File: config.mk
export PLATFORM = sky130hd
export DESIGN_NAME = pe_stream_feeder
export DESIGN_NICKNAME = d
export VERILOG_FILES = /design/src/rtl/pe_feeder_pkg.sv /design/src/rtl/pe_skid_fifo.sv /design/src/rtl/pe_stream_feeder.sv
export SDC_FILE = /design/constraint.sdc
export NUM_CORES = 1
export LEC_CHECK = 0
export BUFFER_PORTS_ARGS = -buffer_cell sky130_fd_sc_hd__buf_2
export CORE_ASPECT_RATIO = 1.5
export CORE_MARGIN = 1.5
export CORE_UTILIZATION = 50
export DETAILED_ROUTE_END_ITERATION = 12
export GPL_TIMING_DRIVEN = 0
export HOLD_SLACK_MARGIN = 0.06
export PLACE_DENSITY = 0.8
export SKIP_LAST_GASP = 1
export SLEW_MARGIN = 20
export SYNTH_ARGS = -nofsm -noshare
export SYNTH_HDL_FRONTEND = slang
export SYNTH_HIERARCHICAL = 1
export SYNTH_SLANG_ARGS = --single-unit
File: constraint.sdc
create_clock -name clk -period 2.8 [get_ports clk]
set_input_delay 0.28 -clock clk [delete_from_list [all_inputs] [get_ports clk]]
set_output_delay 0.28 -clock clk [all_outputs]
set_load 0.02 [all_outputs]
File: src/rtl/pe_feeder_pkg.sv
// Shared types and constants for the PE stream feeder and its skid FIFO.
package pe_feeder_pkg;

   typedef enum logic [1:0] {
      ST_IDLE   = 2'd0,
      ST_LSTART = 2'd1,
      ST_STREAM = 2'd2,
      ST_DONE   = 2'd3
   } feeder_state_e;

   localparam int SKID_DEPTH      = 2;
   localparam int SKID_CNT_WIDTH  = 2;
   localparam int STALL_CNT_WIDTH = 16;

endpackage

File: src/rtl/pe_skid_fifo.sv
// Two-entry skid FIFO that absorbs the one-cycle buffer read latency.
module pe_skid_fifo
   import pe_feeder_pkg::*;
#(
   parameter int DATA_WIDTH = 16
) (
   input  logic                      clk,
   input  logic                      rst,
   input  logic                      push,
   input  logic                      pop,
   input  logic [DATA_WIDTH-1:0]     wr_data,
   output logic [DATA_WIDTH-1:0]     rd_data,
   output logic                      full,
   output logic                      empty,
   output logic [SKID_CNT_WIDTH-1:0] count
);

   logic [DATA_WIDTH-1:0] mem [SKID_DEPTH];
   logic                  wr_ptr;
   logic                  rd_ptr;

   // With two entries a single toggling bit is a complete pointer.
   always_ff @(posedge clk or negedge rst) begin
      if (!rst) begin
         wr_ptr <= 1'b0;
         rd_ptr <= 1'b0;
         count  <= '0;
         for (int i = 0; i < SKID_DEPTH; i++) mem[i] <= '0;
      end else begin
         if (push) begin
            mem[wr_ptr] <= wr_data;
            wr_ptr      <= ~wr_ptr;
         end
         if (pop) rd_ptr <= ~rd_ptr;
         case ({push, pop})
            2'b10:   count <= count + SKID_CNT_WIDTH'(1);
            2'b01:   count <= count - SKID_CNT_WIDTH'(1);
            default: count <= count;
         endcase
      end
   end

   assign rd_data = mem[rd_ptr];
   assign full    = (count == SKID_CNT_WIDTH'(SKID_DEPTH));
   assign empty   = (count == '0);

endmodule

File: src/rtl/pe_stream_feeder.sv
// Streams a block of buffer words into one PE input port behind a load-start pulse.
// Optional stall counter port enabled by PE_STREAM_FEEDER_STALL_CNT_EN.
//
// state  | meaning
// IDLE   | waiting for start
// LSTART | pe_load_start pulse, first buffer read issued
// STREAM | reading buffer, forwarding words as PE FIFO allows
// DONE   | one-cycle done pulse
module pe_stream_feeder
   import pe_feeder_pkg::*;
#(
   parameter int DATA_WIDTH = 16,
   parameter int ADDR_WIDTH = 8,
   parameter int LEN_WIDTH  = 8
) (
   input  logic                       clk,
   input  logic                       rst,
   input  logic                       start,
   input  logic [ADDR_WIDTH-1:0]      base_addr,
   input  logic [LEN_WIDTH-1:0]       length,
   output logic                       busy,
   output logic                       done,
   output logic                       buf_rd_en,
   output logic [ADDR_WIDTH-1:0]      buf_rd_addr,
   input  logic [DATA_WIDTH-1:0]      buf_rd_data,
   output logic                       pe_load_start,
   output logic [DATA_WIDTH-1:0]      pe_data,
   output logic                       pe_data_en,
`ifdef PE_STREAM_FEEDER_STALL_CNT_EN
   output logic [STALL_CNT_WIDTH-1:0] stall_cnt,
`endif
   input  logic                       pe_fifo_full
);

   feeder_state_e             state;
   logic [LEN_WIDTH-1:0]      len_q;
   logic [LEN_WIDTH-1:0]      reads_issued;
   logic [LEN_WIDTH-1:0]      words_sent;
   logic                      rd_inflight;
   logic                      skid_full;
   logic                      skid_empty;
   logic [SKID_CNT_WIDTH-1:0] skid_count;
   logic [2:0]                occ_after_pop;
   logic                      reading;

   pe_skid_fifo #(.DATA_WIDTH(DATA_WIDTH)) u_skid (
      .clk     (clk),
      .rst     (rst),
      .push    (rd_inflight),
      .pop     (pe_data_en),
      .wr_data (buf_rd_data),
      .rd_data (pe_data),
      .full    (skid_full),
      .empty   (skid_empty),
      .count   (skid_count)
   );

   assign pe_data_en = !skid_empty && !pe_fifo_full;

   // Credit the word leaving this cycle so a steady stream runs at one word per cycle.
   assign occ_after_pop = {1'b0, skid_count} + {2'b00, rd_inflight} - {2'b00, pe_data_en};
   assign reading       = (state == ST_LSTART) || (state == ST_STREAM);
   assign buf_rd_en     = reading && (reads_issued < len_q)
                          && !(skid_full && !pe_data_en) && (occ_after_pop < 3'd2);

   always_ff @(posedge clk or negedge rst) begin
      if (!rst) begin
         state         <= ST_IDLE;
         len_q         <= '0;
         reads_issued  <= '0;
         words_sent    <= '0;
         rd_inflight   <= 1'b0;
         buf_rd_addr   <= '0;
         busy          <= 1'b0;
         done          <= 1'b0;
         pe_load_start <= 1'b0;
      end else begin
         pe_load_start <= 1'b0;
         done          <= 1'b0;
         rd_inflight   <= buf_rd_en;
         if (buf_rd_en) begin
            buf_rd_addr  <= buf_rd_addr + ADDR_WIDTH'(1);
            reads_issued <= reads_issued + LEN_WIDTH'(1);
         end
         if (pe_data_en) words_sent <= words_sent + LEN_WIDTH'(1);
         case (state)
            ST_IDLE: begin
               if (start) begin
                  if (length != '0) begin
                     state         <= ST_LSTART;
                     buf_rd_addr   <= base_addr;
                     len_q         <= length;
                     reads_issued  <= '0;
                     words_sent    <= '0;
                     busy          <= 1'b1;
                     pe_load_start <= 1'b1;
                  end else begin
                     state <= ST_DONE;
                     done  <= 1'b1;
                  end
               end
            end
            ST_LSTART: state <= ST_STREAM;
            ST_STREAM: begin
               if (pe_data_en && (words_sent + LEN_WIDTH'(1) == len_q)) begin
                  state <= ST_DONE;
                  busy  <= 1'b0;
                  done  <= 1'b1;
               end
            end
            default: state <= ST_IDLE;
         endcase
      end
   end

`ifdef PE_STREAM_FEEDER_STALL_CNT_EN
   always_ff @(posedge clk or negedge rst) begin
      if (!rst) begin
         stall_cnt <= '0;
      end else if ((state == ST_IDLE) && start) begin
         stall_cnt <= '0;
      end else if ((state == ST_STREAM) && !skid_empty && pe_fifo_full && (stall_cnt != '1)) begin
         stall_cnt <= stall_cnt + STALL_CNT_WIDTH'(1);
      end
   end
`endif

endmodule

---- Yosys cells after proc, flatten, opt, wreduce, memory -nomap -nowiden ----
Cells that the tools add are included.
operators by class
  equal/unequal tests ..................... 9
  add/sub/neg operators ................... 7
  magnitude comparators ................... 5
  bitwise gates (word level) .............. 4
  muxes and demuxes ....................... 34
  reduce and logical (&&, ||, !) cells .... 20
operators with widths
  cell                                                                   number
  8-bit 2-to-1 mux                                                       12
  16-bit 2-to-1 mux                                                      4
  32-bit bitwise mux                                                     1
  8-bit by 1-bit adder with 8-bit output, second input constant          3
  16-bit demux with 1-bit select                                         1
  1-bit 2-to-1 mux                                                       9
  8-bit equality test                                                    1
  8-bit < comparator                                                     1
  8-bit nonzero test                                                     1
  1-bit logical AND                                                      7
  2-bit equality test, second input constant                             3
  2-bit 2-to-1 mux                                                       3
  2-bit case mux with 3 select lines                                     1
  2-bit by 1-bit equality test with 1-bit output, second input constant  2
  2-bit >= comparator, second input constant                             2
  1-bit logical NOT                                                      4
  2-bit logical NOT                                                      2
  2-bit inequality test, second input constant                           2
  1-bit inverter with 2-bit output                                       2
  1-bit case mux with 2 select lines                                     2
  2-bit case mux with 2 select lines                                     1
  4-bit AND reduction                                                    1
  2-bit nonzero test                                                     2
  2-bit by 1-bit adder with 3-bit output                                 1
  10 further kinds                                                       11
storage, ports and cells
  output and inout port bits .............. 29
  register bits ........................... 74
  bits of input ports ..................... 36
  word-level logic and storage cells ...... 93

---- Depth between registers and ports, before layout ----
Gate-level depths: netlist of the first run.
  depth after elaboration ................. 12
  gate-level depth with buffers ........... 11
  depth with buffers taken out ............ 11

---- Hierarchy ----
Netlist of the first run, hierarchy kept.
modules (own cells, without submodules)
  module            instances  area each (sq um)  seq. area each (sq um)  cells each
  pe_stream_feeder  1          2,339.7            950.9                   252
  pe_skid_fifo      1          1,565.3            900.9                   100

---- Worst setup path before layout of the first run ----
No wires, ideal clock.
  path type ............................... register -> register
  start point ............................. reg u_skid.count[1]
  end point ............................... reg buf_rd_addr[7]
  clock period less this slack ............ 3,238 ps
  path buffers ............................ 0
  cell stages (with the launch flop) ...... 11
  library setup time ...................... 82 ps
  arrival time ............................ 3,156 ps
  path slack .............................. -438 ps
  required time ........................... 2,718 ps
  cells stage by stage .................... dfrtp_1 nor2_1 nor2_1 ha_1 nand2b_1 fa_1 xnor2_1 and4_1 o31ai_2 or4_1 a31oi_1
between the ends
  longest elaborated chain between the ends .. 12
  elaborated cells on any way between the ends .. 16
  classes of those cells .................. add/sub (2); order compare (1); eq/ne (1); mux (4); reduce/logical (8)
ends and longest elaborated chain
  element                                                                              line                    source
  start, declared                                                                      pe_skid_fifo.sv:15      output logic [SKID_CNT_WIDTH-1:0] count
  start signal, assigned                                                               pe_skid_fifo.sv:36      2'b10: count <= count + SKID_CNT_WIDTH'(1);
  start signal, assigned                                                               pe_skid_fifo.sv:37      2'b01: count <= count - SKID_CNT_WIDTH'(1);
  start signal, assigned                                                               pe_skid_fifo.sv:38      default: count <= count;
  2-bit logical NOT *                                                                  pe_skid_fifo.sv:45      assign empty = (count == '0);
  named net skid_empty                                                                 pe_stream_feeder.sv:41  logic skid_empty;
  1-bit logical NOT *                                                                  pe_stream_feeder.sv:58  assign pe_data_en = !skid_empty && !pe_fifo_full;
  1-bit logical AND *                                                                  pe_stream_feeder.sv:58
  named net pe_data_en                                                                 pe_stream_feeder.sv:28  output logic pe_data_en,
  branches (longest 4 deep; another with 3-bit by 1-bit subtractor with 3-bit output)  --
  1-bit logical AND *                                                                  pe_stream_feeder.sv:64  && !(skid_full && !pe_data_en) && (occ_after_pop < 3'd2);
  8-bit 2-to-1 mux *                                                                   pe_stream_feeder.sv:81  if (buf_rd_en) begin
  8-bit 2-to-1 mux                                                                     pe_stream_feeder.sv:89  if (length != '0) begin
  8-bit 2-to-1 mux                                                                     pe_stream_feeder.sv:88  if (start) begin
  8-bit 2-to-1 mux *                                                                   pe_stream_feeder.sv:86  case (state)
  end signal, assigned                                                                 pe_stream_feeder.sv:82  buf_rd_addr <= buf_rd_addr + ADDR_WIDTH'(1);
  end signal, assigned                                                                 pe_stream_feeder.sv:91  buf_rd_addr <= base_addr;
  end, declared                                                                        pe_stream_feeder.sv:24  output logic [ADDR_WIDTH-1:0] buf_rd_addr,
Mark *: on every way through the listed nets, which the timed path passes.
A chain may end at the register's enable or synchronous reset.

---- Final worst setup path of the first run ----
  start point ............................. reg u_skid.count[0]
  end point ............................... out buf_rd_en
between the ends
  longest elaborated chain between the ends .. 8
  elaborated cells on any way between the ends .. 12
  classes of those cells .................. add/sub (2); order compare (1); eq/ne (1); reduce/logical (8)
ends and longest elaborated chain
  element                                                                              line                    source
  2-bit logical NOT *                                                                  pe_skid_fifo.sv:45
  named net skid_empty                                                                 pe_stream_feeder.sv:41
  1-bit logical NOT *                                                                  pe_stream_feeder.sv:58
  1-bit logical AND *                                                                  pe_stream_feeder.sv:58
  branches (longest 4 deep; another with 3-bit by 1-bit subtractor with 3-bit output)  --
  1-bit logical AND *                                                                  pe_stream_feeder.sv:64
  end, declared                                                                        pe_stream_feeder.sv:23  output logic buf_rd_en,
Marks and branches as above.

==> impl_metrics.json, run 1 <==
{
  "path_delay_family": "adder cells",
  "yosys_warnings": 6,
  "clock_skew_ns": 0.003504,
  "rr_worst_depth": 10,
  "cp_max_fo": 5,
  "required_ns": 2.52,
  "grt_max_degree": 39,
  "vias": 2991,
  "rsz0062_at_grt": "yes",
  "slowest_stage": "fa_2",
  "drv_slew": 0,
  "routed_via_density": 5.478,
  "cts.sinks": 74,
  "die_w_um": 75.16,
  "crit_chain": "nor2_4, nor2_4, ha_4, nand2b_4, fa_2, and4_4, o31ai_4, inv_4, buf_6",
  "hold_path.class": "in2reg",
  "drtPass1Iterations": 8,
  "cap_violations": 0,
  "ys_seq_area_share_pct": 47.42,
  "p_leak_uw": 0.002267,
  "max_freq_mhz": 361.7,
  "dieArea_um2": 8360,
  "dp_slack_ns": -0.3793,
  "die_y_um": 111.2,
  "synth_edf_count": 0,
  "gp_congestion": 0.8761,
  "netlist_instances": 352,
  "clockBufferDepth": 2,
  "cp.arrival_ns": 2.48,
  "avgSynthCellArea_um2": 11.09,
  "postLayoutCellArea_um2": 4908,
  "r2r_end": "buf_rd_addr[7]",
  "grt_usage_pct": 22.19,
  "syn_area_um2": 3905,
  "grt_pass1_wl_um": 14260,
  "cts_tree": "built",
  "period_share_pct": 98.73,
  "grt_pass1_vias": 3115,
  "worstHoldPathCells": 3,
  "ir_drop_uv": 990.4,
  "path_clk_slew_ns": 0.06,
  "area_growth_pct": 25.70,
  "cp-end-kind": "output port",
  "hold_start": "length[0]",
  "clock_insertion_delay_worst_skew_ns": 0.33,
  "status": "finished, final reports clean",
  "worst-setup-path-type": "reg2out",
  "syn_nets": 404,
  "initial_core_util_pct": 51.30,
  "yosysUniqueCellTypes": 47,
  "root_buffer": "clkbuf_16",
  "period_minus_slack_ns": 2.764,
  "synth_seq_cells": 74,
  "setup_viol": 0,
  "powerDensity_nw_per_um2": 1169,
  "maxSlewHeadroom_pct": 68.13,
  "wl_um": 8466,
  "rrSetupSlack_ns": 0.08,
  "place_area_um2": 4402,
  "cts.htree.levels": 3,
  "async_flop_share_pct": 100.0,
  "utilization_pct": 64.48,
  "synth_ff_type": "dfrtp_1",
  "start_kind": "flip-flop",
  "hold-worst-slack_ns": 0.1662,
  "path_buf_inv": 2,
  "layout-drive-gt1-share_pct": 37.39,
  "n_antenna_cell": 0,
  "hold_violations": 0,
  "cts_buffers": 9,
  "final_cells": 546,
  "portBuffers": 64,
  "first_iter_violations": 140,
  "core.rowCount": 39,
  "gr-total-overflow": 0,
  "crit_top_cell": "nor2_4",
  "timing.rr.start": "u_skid/count[0]",
  "worstMarginPinSlew_ns": 0.4781,
  "io_pins": 65,
  "dp.cells": 519,
  "hold_end": "len_q[0]",
  "wl_per_cell_um": 15.51,
  "fin_nets": 491,
  "max_stage_delay_ns": 0.57,
  "post-dp-hpwl_um": 6121,
  "drcViolationCount": 0,
  "antenna_left": 0,
  "fin_ws_ns": 0.03564,
  "grt_antenna_before_repair": 0,
  "core-area_um2": 7612
}
## per-layer routing
layer	wire [um]	part of all wire (%)	up-vias	global-route usage, %
met3	409	4.8	14	5.364
li1	-	-	1433	-
met4	158	1.9	0	7.976
met5	0	0	-	0
met2	4480	53	91	39.59
met1	3418	40	1453	24.66
## sequential cells by signal (all words and copies together), names as in the netlist
signal	cells
len_q	8
u_skid/mem	32
rd_inflight	1
busy	1
reads_issued	8
done	1
state	2
pe_load_start	1
u_skid/rd_ptr	1
buf_rd_addr	8
u_skid/count	2
u_skid/wr_ptr	1
words_sent	8
## what timing repair did
action / 4_1_cts / 5_1_grt
gates cloned: 1 / 0
endpoints found under the setup margin: 16 / 8
buffers inserted: 7 / 2
hold buffers: 1 / 0
resized for setup: 6 / 5
hold endpoints to repair: 36 / 0
pin swaps: 4 / 9
## area by class of cell
class                           count  area [um^2]
Fill cell                         583         2704
Multi-Input combinational cell    249         1988
Sequential cell                    74         1854
Timing Repair Buffer               75        426.7
Clock buffer                       10        239.0
Clock inverter                      6        137.6
Tap cell                          102        127.6
Inverter                           19        73.82
Buffer                             11        61.31
## cell usage after synthesis, drive strengths merged, types with 3 or more instances
cell	count	area share [%]
mux2i	3	0.77
o31ai	5	1.1
inv	18	1.7
nand4	4	0.64
nor2b	6	0.96
a21oi	11	1.4
dfrtp	74	47
nand3	15	2.1
nor3	3	0.38
and3	4	0.67
a2111oi	3	1.8
o21ai	15	1.9
nand2	29	2.9
mux2	49	14
xnor2	14	3.1
or3	4	0.64
nand2b	8	1.3
ha	15	4.8
a31oi	7	1.1
clkbuf	6	0.58
nor2	19	2.0
xor2	11	2.5
buf	5	0.96
or4	5	0.96
## cell usage in the layout (no fill, tap or decap), types with 4 or more instances in the layout
| cell | instances |
|---|---|
| nand2_1 | 28 |
| a21oi_1 | 11 |
| buf_4 | 10 |
| inv_1 | 16 |
| nand2b_1 | 7 |
| nor2b_1 | 6 |
| clkbuf_1 | 5 |
| clkbuf_16 | 9 |
| dfrtp_1 | 72 |
| xnor2_1 | 14 |
| buf_2 | 66 |
| nor2_1 | 16 |
| ha_1 | 14 |
| nand4_1 | 4 |
| nand3_1 | 14 |
| xor2_1 | 11 |
| o21ai_1 | 6 |
| bufinv_16 | 4 |
| or4_1 | 5 |
| o21ai_0 | 9 |
| a31oi_1 | 7 |
| mux2_2 | 48 |
| or3_1 | 4 |
## power breakdown
part	switching, uW	total (uW)	internal, uW
Sequential	337	1820	1480
Clock	437	1420	987
Combinational	1290	2500	1210
Total	2060	5740	3670
## per-stage QoR
stage          setup TNS (ns)  total power [uW]
2_1_floorplan               0              3422
3_3_place_gp           -1.674              3944
3_5_place_dp           -3.258              4052
4_1_cts                     0              5713
5_1_grt               -0.1047              6110
6_report                    0              5737
## worst min-delay path, cell delays in order
cell     delay, ns
buf_2         0.09
nand2_1       0.05
nand2_1       0.05
## worst max path at each step
stage                     from        endpoint  slack, ns  depth (start not counted)
4_1_cts        u_skid/count[1]       buf_rd_en      0.005                         10
2_1_floorplan  u_skid/count[1]  buf_rd_addr[7]       0.03                         10
3_5_place_dp   u_skid/count[1]  buf_rd_addr[6]      -0.38                         11
3_3_place_gp   u_skid/count[1]  buf_rd_addr[5]      -0.24                         11
5_1_grt        u_skid/count[0]       buf_rd_en      -0.04                          9
6_report       u_skid/count[0]       buf_rd_en       0.04                          9
## cells by family after synthesis
logic type                 after synthesis  synth area share (%)
buffers and inverters                   30                 3.364
and+or+nand+nor                        102                 13.39
DFF                                     74                 47.42
AOI/OAI and AO/OA                       53                 9.996
adders and majority gates               16                 5.319
muxes                                   52                 14.90
xor gates and xnor gates                25                 5.607
Note: power is estimated with default switching activity, not from simulation.
==> run 2, diff against run 1 <==
==> constraint.sdc (replaced) <==
create_clock -name clk -period 2.8 [get_ports clk]
set_input_delay 0.28 -clock clk [delete_from_list [all_inputs] [get_ports clk]]
set_output_delay 0.28 -clock clk [all_outputs]
set_load 0.005 [all_outputs]
==> run 2 against run 1 <==
- die area unchanged
- combinational power down 15%
- clock power down 25%
- final cell count down 0.55%
- fmax up 0.78%
==> impl_metrics.json, run 2 (synthesized netlist as in run 1, its figures left out) <==
{
  "antenna_left": 0,
  "final_cells": 543,
  "start_kind": "flip-flop",
  "drtPass1Iterations": 4,
  "cap_violations": 0,
  "cts.htree.levels": 3,
  "cp.arrival_ns": 2.99,
  "worst-setup-path-type": "reg2reg",
  "grt_max_degree": 52,
  "final_common_cell": "dfrtp_1",
  "slowest_stage": "fa_2",
  "max_freq_mhz": 364.6,
  "maxSlewHeadroom_pct": 63.78,
  "hold-worst-slack_ns": 0.1683,
  "fin_nets": 488,
  "grt_pass1_wl_um": 14300,
  "initial_core_util_pct": 51.30,
  "period_share_pct": 97.96,
  "grt_pass1_vias": 3152,
  "crit_path_start": "u_skid/count[0]",
  "combPwrFrac_pct": 42.5,
  "setup_viol": 0,
  "clockBufferDepth": 2,
  "postLayoutCellArea_um2": 4791,
  "die_w_um": 75.16,
  "post-dp-hpwl_um": 6090,
  "wl_per_cell_um": 15.57,
  "dp.cells": 519,
  "regMostFlops": "u_skid/mem",
  "fin_ws_ns": 0.05704,
  "worstMarginPinSlew_ns": 0.5434,
  "ir_drop_uv": 732.4,
  "area_growth_pct": 22.68,
  "endpoint": "buf_rd_addr[6]",
  "clkPwrFrac_pct": 21.2,
  "crit_chain": "nor2_4, nor2_4, ha_4, nand2b_4, fa_2, and4_4, o31ai_4, or4_1, a31oi_1",
  "portBuffers": 64,
  "hold_path.class": "in2reg",
  "gp_congestion": 0.8944,
  "max_stage_delay_ns": 0.56,
  "gr-total-overflow": 0,
  "p_int_uw": 3228,
  "switchingPower_uw": 1767,
  "core.rowCount": 39,
  "drv_slew": 0,
  "final_cell_mix": "dfrtp_1, buf_2, mux2_2, nand2_1, nor2_1",
  "path_clk_slew_ns": 0.06,
  "layout-drive-gt1-share_pct": 37.19,
  "routed_via_density": 5.584,
  "clock_insertion_delay_worst_skew_ns": 0.33,
  "largest_reg_flops": 32,
  "powerDensity_nw_per_um2": 1043,
  "required_ns": 3.05,
  "n_antenna_cell": 0,
  "dieArea_um2": 8360,
  "root_buffer": "clkbuf_16",
  "p_leak_uw": 0.002205,
  "io_pins": 65,
  "p_sw_share_pct": 35.37,
  "crit_cells": 9,
  "first_iter_violations": 97,
  "cp_max_fo": 5,
  "path_delay_family": "simple AND/OR/NAND/NOR gates",
  "core-area_um2": 7612,
  "hold_violations": 0,
  "cts.sinks": 74,
  "drcViolationCount": 0,
  "rrSetupSlack_ns": 0.06,
  "cts_tree": "built",
  "place_area_um2": 4393,
  "p_seq_share_pct": 36.3,
  "vias": 3032,
  "wl_um": 8454,
  "utilization_pct": 62.94,
  "clock_skew_ns": 0.004313,
  "cts_buffers": 9,
  "dp_slack_ns": -0.3927,
  "r2r_end": "buf_rd_addr[6]",
  "period_minus_slack_ns": 2.743,
  "cp-end-kind": "flip-flop",
  "rr_worst_depth": 9,
  "grt_antenna_before_repair": 0,
  "die_y_um": 111.2,
  "grt_usage_pct": 21.95,
  "crit_top_cell": "nor2_4",
  "path_buf_inv": 0,
  "status": "finished, final reports clean",
  "timing.rr.start": "u_skid/count[0]"
}
## run 2: cell types whose count changed in the layout (fill, tap and decap cells not counted), moves of 2 or more
cell	delta
buf_4	-2
bufinv_16	-4
clkinvlp_4	+2
inv_2	+2
## run 2: layout make-up
class	count	area (um^2)
multi-input combinational	249	1988
fill	611	2821
tap	102	127.6
clock buffer	9	225.2
sequential	74	1854
buffer	11	63.81
timing repair buffer	72	405.4
inverter	19	71.32
clock inverter	7	55.05
## run 2: worst min-delay path by stage
stage,start,cells past startpoint,endpoint
global route,base_addr[2],3,buf_rd_addr[2]
CTS,base_addr[2],3,buf_rd_addr[2]
floorplan,rst,0,buf_rd_addr[0]
detailed placement,rst,1,u_skid/mem[9]
finish,length[0],3,len_q[0]
global placement,u_skid/mem[6],1,u_skid/mem[6]
## run 2: power groups by stage
stage	Sequential, uW	Clock [uW]	Combinational [uW]
global placement	1790	0	1840
detailed placement	1830	0	1900
floorplan	1740	0	1370
CTS	1810	1080	2080
finish	1810	1060	2120
global route	1870	1140	2370
## run 2: worst min-delay path: cells and delay by family
family	cells	cell delay (ns)
and+or+nand+nor	2	0.09
buffers and inverters	1	0.09
## run 2: timing repair
action,4_1_cts,5_1_grt
hold buffers,1,0
endpoints found under the hold margin,23,0
cloned,0,1
endpoints found under the setup margin,16,7
resized for setup,7,6
buffers inserted,6,0
pin swaps,4,5
## run 2: layer usage
layer / vias to the layer above / part of all wire (%) / global-route usage, %
li1: 1425 / - / -
met4: 0 / 3.4 / 10.12
met1: 1484 / 39 / 25.36
met2: 99 / 53 / 37.35
met5: - / 0 / 0
met3: 24 / 4.5 / 4.909
## run 2: per-stage QoR
step,TNS (ns),power [uW]
after floorplan,0,3110
after global placement,-3.055,3629
after detailed placement,-4.108,3729
after CTS,0,4958
after global routing,-0.01908,5377
final,0,4995
==> run 3, diff against run 2 <==
Settings changed: CELL_PAD_IN_SITES_DETAIL_PLACEMENT set to 0, CELL_PAD_IN_SITES_GLOBAL_PLACEMENT set to 1, CORE_UTILIZATION 50 to 40, PLACE_DENSITY 0.8 to 0.81, SETUP_SLACK_MARGIN set to 0.2.
==> run 3 against run 2 <==
- utilization fell by 12 points
- hold slack got worse by 0.020 ns
- die area rose by 24%
- via count fell by 0.40%
- register-to-register slack improved by 0.14 ns
- sequential cell count did not move
- final cell count rose by 3.1%
- largest power group unchanged
- count of clock-buffer cells in the layout rose by 2
- global-route usage fell by 4.3 points
- sequential share of layout area fell by 0.44 points
- critical endpoint is now buf_rd_en
- power rose by 2.5%
- sequential power barely moved
==> impl_metrics.json, run 3 (synthesized netlist as in run 1, its figures left out) <==
{
  "core-area_um2": 9579,
  "wl_um": 8863,
  "die_y_um": 124.0,
  "period_share_pct": 94.14,
  "drtPass1Iterations": 4,
  "clock_insertion_delay_worst_skew_ns": 0.34,
  "hold_path.class": "in2reg",
  "hold-worst-slack_ns": 0.1482,
  "rsz0062_at_grt": "yes",
  "antenna_left": 0,
  "cp-end-kind": "output port",
  "worst-setup-path-type": "reg2out",
  "final_common_cell": "dfrtp_1",
  "powerDensity_nw_per_um2": 1056,
  "ir_drop_uv": 665.7,
  "setup_viol": 0,
  "area_growth_pct": 24.09,
  "rrSetupSlack_ns": 0.20,
  "crit_chain": "buf_6, inv_2, ha_4, nand2b_4, fa_2, xnor2_2, and4_4, o31ai_4, inv_4, buf_6",
  "final_cell_mix": "dfrtp_1, buf_2, mux2_2, nand2_1, nor2_1",
  "grt_pass1_vias": 2872,
  "wl_per_cell_um": 15.83,
  "gr-total-overflow": 0,
  "cts_tree": "built",
  "p_seq_share_pct": 35.5,
  "core.rowCount": 44,
  "cts.sinks": 74,
  "slowest_stage": "dfrtp_2",
  "grt_max_degree": 47,
  "n_antenna_cell": 0,
  "r2r_end": "reads_issued[6]",
  "vias": 3020,
  "required_ns": 2.52,
  "grt_pass1_wl_um": 14130,
  "grt_usage_pct": 17.62,
  "regMostFlops": "u_skid/mem",
  "dp.cells": 532,
  "maxSlewHeadroom_pct": 61.06,
  "clkPwrFrac_pct": 21.0,
  "worstMarginPinSlew_ns": 0.5842,
  "drv_slew": 0,
  "post-dp-hpwl_um": 6215,
  "cts_buffers": 9,
  "p_leak_uw": 0.002233,
  "period_minus_slack_ns": 2.636,
  "die_w_um": 83.68,
  "cp_max_fo": 5,
  "clockBufferDepth": 2,
  "first_iter_violations": 161,
  "cp.arrival_ns": 2.36,
  "final_cells": 560,
  "cts.htree.levels": 3,
  "timing.rr.start": "u_skid/count[0]",
  "gp_congestion": 0.8204,
  "p_int_uw": 3328,
  "root_buffer": "clkbuf_16",
  "io_pins": 65,
  "grt_antenna_before_repair": 0,
  "rr_worst_depth": 11,
  "routed_via_density": 5.393,
  "initial_core_util_pct": 40.77,
  "path_clk_slew_ns": 0.06,
  "hold_violations": 0,
  "fin_nets": 492,
  "portBuffers": 64,
  "layout-drive-gt1-share_pct": 37.53,
  "drcViolationCount": 0,
  "endpoint": "buf_rd_en",
  "dieArea_um2": 10380,
  "status": "finished, final reports clean",
  "largest_reg_flops": 32,
  "cap_violations": 0,
  "switchingPower_uw": 1792,
  "combPwrFrac_pct": 43.5,
  "p_sw_share_pct": 35.00,
  "max_freq_mhz": 379.4,
  "crit_path_start": "u_skid/count[0]",
  "max_stage_delay_ns": 0.44,
  "start_kind": "flip-flop",
  "crit_top_cell": "buf_6",
  "clock_skew_ns": 0.006926,
  "nFillCells": 903
}
[run 3: critical path, delay by kind of cell, from the launching register on]
kind	cells	cell delay, ns
buffers and inverters	4	0.38
and+or+nand+nor	2	0.40
DFF	1	0.44
AOI/OAI and AO/OA	1	0.11
adders and majority gates	2	0.56
xor gates and xnor gates	1	0.13
[run 3: through the flow]
| stage | worst slack, ns | area, um^2 | total power (uW) | setup TNS (ns) | util (%) |
|---|---|---|---|---|---|
| 3_3_place_gp | -0.1796 | 4408 | 3711 | -0.9276 | 46.02 |
| 2_1_floorplan | 0.1600 | 3944 | 3174 | 0 | - |
| 3_5_place_dp | -0.1726 | 4431 | 3800 | -0.8620 | 46.25 |
| 6_report | 0.1640 | 4846 | 5119 | 0 | 50.59 |
| 5_1_grt | 0.1082 | 4846 | 5470 | 0 | 50.59 |
| 4_1_cts | 0.1551 | 4820 | 5121 | 0 | 50.31 |
[run 3: layer usage]
layer / track usage, % / part of all wire (%) / up-vias
met5: 0 / 0 / -
met4: 7.480 / 1.8 / 0
met3: 3.115 / 3.9 / 10
met2: 32.86 / 55 / 74
met1: 19.74 / 39 / 1501
li1: - / - / 1435
[run 3: final cells by class]
cell class	count	area, um^2	area share, %
Clock inverter	5	38.79	0.8004
Multi-Input combinational cell	249	1991	41.08
Sequential cell	74	1854	38.26
Timing Repair Buffer	76	437.9	9.037
Inverter	19	73.82	1.523
Buffer	11	63.81	1.317
Tap cell	115	143.9	2.969
Clock buffer	11	242.7	5.009
[run 3: how the worst min path moves through the flow]
stage | from | to | slack (ns) | cells past startpoint
floorplan | rst | buf_rd_addr[0] | -0.02 | 0
global placement | u_skid/mem[11] | u_skid/mem[11] | 0.48 | 1
detailed placement | rst | u_skid/mem[4] | 0.33 | 1
CTS | length[0] | len_q[0] | 0.14 | 3
global route | length[0] | len_q[0] | 0.16 | 3
finish | length[0] | len_q[0] | 0.15 | 3
[run 3: repair_timing]
item	CTS	global route
buffers inserted	8	2
gates cloned	1	0
hold buffers	1	0
pin swaps	3	12
resized for setup	6	2
endpoints found under the setup margin	16	10
hold endpoints to repair	45	0
[run 3: power groups by stage]
stage / sequential, uW / combinational [uW] / clock, uW
CTS: 1810 / 2210 / 1100
finish: 1820 / 2220 / 1080
detailed placement: 1840 / 1960 / 0
floorplan: 1750 / 1420 / 0
global placement: 1810 / 1900 / 0
global route: 1880 / 2440 / 1150
